[config.mk]
export PLATFORM = sky130hd
export DESIGN_NAME = instruction_fetch_unit
export DESIGN_NICKNAME = d
export VERILOG_FILES = /design/src/rtl/instruction_fetch_unit.sv
export SDC_FILE = /design/constraint.sdc
export NUM_CORES = 1
export LEC_CHECK = 0
export ABC_AREA = 1
export CAP_MARGIN = 0
export CORE_MARGIN = 3
export CORE_UTILIZATION = 50
export DETAILED_ROUTE_END_ITERATION = 6
export PLACE_DENSITY_LB_ADDON = 0.25
export SYNTH_ARGS = -nofsm -noshare
export SYNTH_HDL_FRONTEND = slang
export SYNTH_SLANG_ARGS = --single-unit
export TNS_END_PERCENT = 20
[constraint.sdc]
create_clock -name CLK -period 5 [get_ports CLK]
set_input_delay 1 -clock CLK [delete_from_list [all_inputs] [get_ports CLK]]
set_output_delay 1 -clock CLK [all_outputs]
set_load 0.05 [all_outputs]
[src/rtl/instruction_fetch_unit.sv]
// Instruction fetch unit: PC generation, in-order memory request tracking,
// a 2-entry decode buffer and redirect handling with stale-response discard.
module instruction_fetch_unit #(
   parameter int                       ADDRESS_WIDTH    = 32,
   parameter int                       DATA_WIDTH       = 32,
   parameter logic [ADDRESS_WIDTH-1:0] RESET_PC         = 32'h0000_0000,
   parameter int                       IMM_MAX_IN_WIDTH = 25
) (
   input  logic                        CLK,
   input  logic                        RST_N,
   input  logic                        REDIRECT_VALID,
   input  logic [ADDRESS_WIDTH-1:0]    REDIRECT_PC,
   output logic                        IMEM_REQ_VALID,
   output logic [ADDRESS_WIDTH-1:0]    IMEM_REQ_ADDR,
   input  logic                        IMEM_REQ_READY,
   input  logic                        IMEM_RSP_VALID,
   input  logic [DATA_WIDTH-1:0]       IMEM_RSP_DATA,
   output logic                        ID_VALID,
   output logic [ADDRESS_WIDTH-1:0]    ID_PC,
   output logic [DATA_WIDTH-1:0]       ID_INSTR,
   output logic [IMM_MAX_IN_WIDTH-1:0] ID_IMM_INPUT,
   input  logic                        ID_READY
);

   logic                     running;
   logic [ADDRESS_WIDTH-1:0] pc_q;
   logic [ADDRESS_WIDTH-1:0] redirect_aligned;

   logic [ADDRESS_WIDTH-1:0] pcf_mem [2];
   logic                     pcf_wr;
   logic                     pcf_rd;

   logic [ADDRESS_WIDTH-1:0] buf_pc    [2];
   logic [DATA_WIDTH-1:0]    buf_instr [2];
   logic                     buf_wr;
   logic                     buf_rd;
   logic [1:0]               buf_cnt;

   logic [1:0]               out_cnt;
   logic [1:0]               discard_cnt;

   logic                     req_fire;
   logic                     rsp_counted;
   logic                     rsp_drop;
   logic                     rsp_keep;
   logic                     push;
   logic                     pop;
   logic [1:0]               out_nxt;
   logic [1:0]               discard_nxt;
   logic [1:0]               buf_cnt_nxt;

   // Handshake decode, output drive and counter next-state; redirect overrides everything
   always_comb begin
      redirect_aligned = REDIRECT_PC & ~ADDRESS_WIDTH'(3);
      IMEM_REQ_VALID   = running & ~REDIRECT_VALID &
                         (({1'b0, out_cnt} + {1'b0, buf_cnt}) < 3'd2);
      IMEM_REQ_ADDR    = pc_q;
      ID_VALID         = (buf_cnt != 2'd0);
      ID_PC            = buf_pc[buf_rd];
      ID_INSTR         = buf_instr[buf_rd];
      ID_IMM_INPUT     = ID_INSTR[IMM_MAX_IN_WIDTH+6:7];

      req_fire    = IMEM_REQ_VALID & IMEM_REQ_READY;
      // a response with nothing outstanding is a protocol error and is ignored
      rsp_counted = IMEM_RSP_VALID & (out_cnt != 2'd0);
      rsp_drop    = rsp_counted & (discard_cnt != 2'd0);
      rsp_keep    = rsp_counted & (discard_cnt == 2'd0) & ~REDIRECT_VALID;
      pop         = ID_VALID & ID_READY & ~REDIRECT_VALID;
      push        = rsp_keep & (pop | (buf_cnt != 2'd2));

      out_nxt = out_cnt;
      if (req_fire && !rsp_counted && out_cnt != 2'd2)
         out_nxt = out_cnt + 2'd1;
      else if (!req_fire && rsp_counted)
         out_nxt = out_cnt - 2'd1;

      // every request still in flight at a redirect becomes stale
      discard_nxt = discard_cnt;
      if (REDIRECT_VALID)
         discard_nxt = out_cnt - {1'b0, rsp_counted};
      else if (rsp_drop)
         discard_nxt = discard_cnt - 2'd1;

      buf_cnt_nxt = buf_cnt;
      if (REDIRECT_VALID)
         buf_cnt_nxt = 2'd0;
      else if (push && !pop)
         buf_cnt_nxt = buf_cnt + 2'd1;
      else if (pop && !push)
         buf_cnt_nxt = buf_cnt - 2'd1;
   end

   // Hold off fetching until the first edge after reset release
   always_ff @(posedge CLK or negedge RST_N) begin
      if (!RST_N)
         running <= 1'b0;
      else
         running <= 1'b1;
   end

   // Program counter: redirect target wins over sequential advance
   always_ff @(posedge CLK or negedge RST_N) begin
      if (!RST_N)
         pc_q <= RESET_PC;
      else if (REDIRECT_VALID)
         pc_q <= redirect_aligned;
      else if (req_fire)
         pc_q <= pc_q + ADDRESS_WIDTH'(4);
   end

   // PC FIFO pairing each kept response with its oldest non-stale request address
   always_ff @(posedge CLK or negedge RST_N) begin
      if (!RST_N) begin
         pcf_wr <= 1'b0;
         pcf_rd <= 1'b0;
         for (int unsigned i = 0; i < 2; i++)
            pcf_mem[i] <= '0;
      end else if (REDIRECT_VALID) begin
         pcf_wr <= 1'b0;
         pcf_rd <= 1'b0;
      end else begin
         if (req_fire) begin
            pcf_mem[pcf_wr] <= pc_q;
            pcf_wr          <= ~pcf_wr;
         end
         if (rsp_keep)
            pcf_rd <= ~pcf_rd;
      end
   end

   // Outstanding and discard counters
   always_ff @(posedge CLK or negedge RST_N) begin
      if (!RST_N) begin
         out_cnt     <= '0;
         discard_cnt <= '0;
      end else begin
         out_cnt     <= out_nxt;
         discard_cnt <= discard_nxt;
      end
   end

   // Decode buffer: in-order {PC, instruction} pairs, head presented on ID_*
   always_ff @(posedge CLK or negedge RST_N) begin
      if (!RST_N) begin
         buf_wr  <= 1'b0;
         buf_rd  <= 1'b0;
         buf_cnt <= '0;
         for (int unsigned i = 0; i < 2; i++) begin
            buf_pc[i]    <= '0;
            buf_instr[i] <= '0;
         end
      end else begin
         buf_cnt <= buf_cnt_nxt;
         if (REDIRECT_VALID) begin
            buf_wr <= 1'b0;
            buf_rd <= 1'b0;
         end else begin
            if (push) begin
               buf_pc[buf_wr]    <= pcf_mem[pcf_rd];
               buf_instr[buf_wr] <= IMEM_RSP_DATA;
               buf_wr            <= ~buf_wr;
            end
            if (pop)
               buf_rd <= ~buf_rd;
         end
      end
   end

endmodule

==> results.toml, run 1 <==
[outcome]
status = "complete, no violations"

[worst_hold_path]
holdPathEnd = "buf_pc[11]"
min_path_type = "reg2reg"
hold_depth = 2
hold_start = "buf_pc[11]"

[setup_path]
end_kind = "output port"
critPathRequiredTime_ns = 4.00
start_kind = "flop"
cp.arrival_ns = 3.11
r2r_cells = 8
rrSetupSlack_ns = 2.11
r2r_start = "out_cnt[0]"
rr_endpoint = "IMEM_REQ_ADDR[3]"
path_class = "reg2out"
cp_max_fo = 67

[sta]
setup_ws_ns = 0.890
worst_pin_slew_ns = 1.11
max_freq_mhz = 243
setup_viol = 0
finalSetupTns_ns = 0
hold_violations = 0
drv_slew = 0
rsz0062_at_grt = "false"
relSlewSlack_pct = 25.9
finClkSkew_ns = 0.0195
post-route-min-period_ns = 4.11
fin_crit_sh_pct = 82.2

[synth]
synth_area_mm2 = 0.0110
synth-simple-area-share_pct = 26.5
async_reset_ff_share_pct = 100
syn_area_per_cell_um2 = 7.73
synthMuxAreaShare_pct = 0.0910
synthXorXnorAreaFrac_pct = 0.717
synthAdderAreaFrac_pct = 0.524
ys_seq_elements = 225
synth_top_family_by_area = "simple AND/OR/NAND/NOR gates"
syn_inst = 1422
synth.distinct_cells = 40
synth-compound-area-share_pct = 11.6
synth-edff-count = 0
yosys_most_used_dff = "dfrtp_1"
ys_seq_area_share_pct = 51.2
ys_warn_count = 0

[floorplanning]
core_area_mm2 = 0.0213
initial_core_util_pct = 51.6
dieHeight_um = 154
die_area_mm2 = 0.0238
fp.dieW_um = 154
num_rows = 53
io_pins = 193

[final_layout]
fin_nets = 1630
final_common_cell = "nand2_1"
finalNonFillerCells = 1848
n_fill_cell = 1840
fin_util_pct = 63.6
layout_common_cells = "nand2_1 (611), dfrtp_1 (224), clkdlybuf4s50_1 (185), o21ai_0 (152), inv_1 (111)"
n_antenna_cell = 0
layout-drive-gt1-share_pct = 6.36
seqCellArea_mm2 = 0.00563
layout-area-overhead-vs-synth_pct = 23.1
multi_input_area_mm2 = 0.00435

[route]
wire_per_inst_um = 14.7
drc_errors = 0
drt_iter0_drc = 626
dr_total_vias = 9357
drt_first_pass_iters = 7
via_per_inst = 5.06
routed_wl_mm = 27.1
ant_nets = 0

[placed_design]
globalplace.congestion = 0.983
post-dp-hpwl_mm = 18.1
numPortBuffers = 186
dp.cells = 1804
place_ws_ns = 1.39

[clock_tree]
clock_latency_ns = 0.53
clockBufferDepth = 3
holdBufCountCts = 0
cts_setup_buffers = 0
htreeDepth = 1
cts_root_buf = "clkbuf_16"
cts_tree = "built"
cts_resized = 0
clock_sinks = 225
cts_buffers = 25
clk_pin_slew_ns = 0.06

[grt]
track_usage_pct = 22.5
gr-total-overflow = 0
grt_start_max_net_pins = 145
grt_pass1_vias = 8873
grt_antenna_before_repair = 0
grt_pass1_wl_mm = 44.9

[pwr]
power_mw = 8.68
vdd_ir_drop_max_uv = 313
leakagePower_nw = 6.69
cellPowerDensity_mw_per_mm2 = 641

[run]
drv_cap = 0
## routing by layer
metal | track usage, % | vias up | part of all wire, %
met4 | 5.97 | 0 | 2.2
met1 | 33.5 | 4381 | 46
li1 | - | 4660 | -
met2 | 35.0 | 278 | 46
met3 | 3.30 | 38 | 6.0
met5 | 0 | - | 0
## worst max-delay path, cell delays in order, from the launching register on
cell             delay [ns]
dfrtp_2                1.06
buf_4                  0.46
nand2_1                0.08
nand2_1                0.12
clkdlybuf4s50_1        0.83
## sequential cells by signal (all words and copies together), names as in the netlist, 2 cells and up
| name | count |
|---|---|
| buf_instr | 64 |
| buf_pc | 60 |
| pcf_mem | 60 |
| IMEM_REQ_ADDR | 30 |
| buf_cnt | 2 |
| discard_cnt | 2 |
| out_cnt | 2 |
## metrics by stage
step | hold WS (ns) | instance area [µm²]
after detailed placement | 0.465 | 12700
after floorplan | 0.449 | 11000
final | 0.478 | 13500
after global routing | 0.495 | 13500
after CTS | 0.481 | 13500
after global placement | 0.462 | 12700
## layout make-up
| type | instances | area share (%) |
|---|---|---|
| flip-flops and latches | 225 | 41.6 |
| multi-input cells | 987 | 32.1 |
| repair buffers | 200 | 14.6 |
| clock buffers | 36 | 5.37 |
| inverters | 117 | 3.26 |
| well taps | 275 | 2.54 |
| clock inverters | 8 | 0.527 |
## how the worst max path moves through the flow
stage | start | endpoint | slack (ns) | cells past startpoint
after floorplan | buf_rd | ID_PC[23] | 2.15 | 3
after global placement | REDIRECT_VALID | IMEM_REQ_VALID | 1.41 | 5
after detailed placement | REDIRECT_VALID | IMEM_REQ_VALID | 1.39 | 5
after CTS | buf_rd | ID_IMM_INPUT[10] | 0.86 | 4
after global routing | buf_rd | ID_IMM_INPUT[10] | 0.65 | 4
final | buf_rd | ID_IMM_INPUT[10] | 0.89 | 4
## kinds of logic after synthesis
group	after synthesis
buffers and inverters	213
XOR/XNOR	9
adder cells (fa/ha/maj)	4
flip-flops	225
AND/OR/NAND/NOR	745
other	2
AO/OA/AOI/OAI	223
multiplexers	1
## Yosys cell counts (2+ instances only)
library cell,n,area (µm²)
o21ai_0,152,761
nor2_1,82,308
o21ai_2,2,17.5
inv_2,4,15.0
a21oi_1,4,20.0
buf_2,12,60.1
nand2_1,611,2290
o221ai_1,2,17.5
buf_6,13,146
xor2_1,8,70.1
conb_1,2,7.51
dfrtp_1,225,5630
o21bai_1,4,30.0
buf_1,2,7.51
ha_1,3,37.5
o211ai_1,7,52.6
nand2_4,2,22.5
a21oi_2,29,254
nand3_1,40,200
inv_1,111,417
o21ai_1,21,105
clkbuf_1,40,150
buf_4,29,218
## report_power, final
part | leakage [nW] | switching (mW) | internal (mW)
Clock | 0.395 | 0.718 | 1.06
Combinational | 3.42 | 2.75 | 1.28
Sequential | 2.87 | 0.417 | 2.46
Total | 6.69 | 3.88 | 4.80
No activity file was read; power rests on OpenSTA's default activity.
==> inputs of run 2 (changes only) <==
- CORE_UTILIZATION: 50 -> 48
- clock period: 5 -> 3.6 ns (I/O delays scaled with it)
==> run 2 against run 1 <==
Effect of this change: first-iteration DRC count shrank 14%; global-route usage shrank 0.99 points; critical endpoint is now ID_PC[11]; clock power grew 43%; routed wire length shrank 0.72%.
==> results.toml, run 2 (synthesized netlist as in run 1, its figures left out) <==
[sta]
finalSetupTns_ns = 0
rsz0062_at_grt = "false"
max_freq_mhz = 307
drv_slew = 0
setup_ws_ns = 0.339
finClkSkew_ns = 0.00888
relSlewSlack_pct = 33.4
worst_pin_slew_ns = 1.00
setup_viol = 0
hold_ws_ns = 0.180
post-route-min-period_ns = 3.26
hold_violations = 0
fin_crit_sh_pct = 90.6

[floorplanning]
fp.dieW_um = 157
io_pins = 193
initial_core_util_pct = 49.6
num_rows = 54
dieHeight_um = 157
die_area_mm2 = 0.0248
core_area_mm2 = 0.0222

[setup_path]
cp_slowest_cell = "clkdlybuf4s50_1"
end_kind = "output port"
start_kind = "flop"
critPathMaxStageDelay_ns = 0.86
path_class = "reg2out"
cp.arrival_ns = 2.54
cp_max_fo = 81
worstPathCellList = "buf_12 > nand2_1 > o21ai_0 > clkdlybuf4s50_1"
critPathRequiredTime_ns = 2.88

[clock_tree]
clock_latency_ns = 0.51
cts_buffers = 25
cts_root_buf = "clkbuf_16"
clock_sinks = 225
clockBufferDepth = 3
cts_setup_buffers = 0
clk_pin_slew_ns = 0.06
holdBufCountCts = 0
cts_tree = "built"
cts_resized = 0
htreeDepth = 1

[grt]
gr-total-overflow = 0
track_usage_pct = 21.6
grt_pass1_wl_mm = 43.8
grt_pass1_vias = 8770
grt_antenna_before_repair = 0
grt_start_max_net_pins = 97

[route]
dr_total_vias = 9271
drt_iter0_drc = 538
drc_errors = 0
route.met3.wl_mm = 1.34
via_per_inst = 5.00
routed.top_layer = "met4"
route.met2.wl_mm = 12.3
drt_first_pass_iters = 5
wl_met1_mm = 12.6
ant_nets = 0
routed_wl_mm = 26.9
wire_per_inst_um = 14.5

[outcome]
status = "complete, no violations"

[placed_design]
globalplace.congestion = 0.993
place_ws_ns = 0.700
post-dp-hpwl_mm = 18.2
numPortBuffers = 186

[final_layout]
final_common_cell = "nand2_1"
layout_common_cells = "nand2_1 (611), dfrtp_1 (224), o21ai_0 (152), clkdlybuf4s50_1 (127), inv_1 (111)"
regMostFlops = "buf_instr"
layout-drive-gt1-share_pct = 9.90
reg.largest.list = "buf_instr: 64 flops, buf_pc: 60 flops, pcf_mem: 60 flops"
largest_register_ff_count = 64
n_antenna_cell = 0
fin_nets = 1631
fin_util_pct = 60.8
layout-area-overhead-vs-synth_pct = 22.6

[run]
drv_cap = 0

[pwr]
cellPowerDensity_mw_per_mm2 = 893
leakagePower_nw = 6.81
vdd_ir_drop_max_uv = 389

[worst_hold_path]
min_path_type = "in2async"
## run 2: worst paths after layout
path,slack [ns],endpoint,from,cells after the start
setup / recovery,0.34,ID_PC[11],buf_rd,4
hold / removal,0.18,buf_pc[45],RST_N,1
setup reg to reg,0.84,IMEM_REQ_ADDR[3],buf_cnt[0],8
hold reg to reg,0.48,buf_pc[8],buf_pc[8],2
max in group asynchronous,2.56,pcf_mem[7],RST_N,2
min in group CLK,0.48,buf_pc[8],buf_pc[8],2
## run 2: per-stage QoR
step | total power [mW] | cell area (µm²) | std cells
2_1_floorplan | 8.05 | 11000 | 1425
3_3_place_gp | 9.45 | 12700 | 1810
3_5_place_dp | 9.56 | 12700 | 1810
4_1_cts | 12.1 | 13500 | 1855
5_1_grt | 12.8 | 13500 | 1855
6_report | 12.0 | 13500 | 1855
## run 2: layout make-up
class                      count  area, µm²
inverter                     117        442
sequential                   225       5630
timing repair buffer         201       1880
clock inverter                 8        119
multi-input combinational    987       4350
tap                          280        350
fill                        2020       8680
clock buffer                  37        701
## run 2: critical path, delay by kind of cell, from the launching register on
family          cells  cell delay, ns
flops               1            0.56
buf+inv             2            1.20
simple gates        1            0.09
compound gates      1            0.13
## run 2: layer usage
metal | global-route usage [%] | vias to the layer above
met5 | 0 | -
met4 | 5.99 | 0
met3 | 3.30 | 45
met2 | 33.8 | 233
met1 | 31.4 | 4333
li1 | - | 4660
## run 2: power breakdown
part / internal (mW) / switching, mW / total [mW]
clock: 1.56 / 0.970 / 2.53
combinational: 1.70 / 3.86 / 5.56
sequential: 3.42 / 0.529 / 3.95
total: 6.68 / 5.36 / 12.0
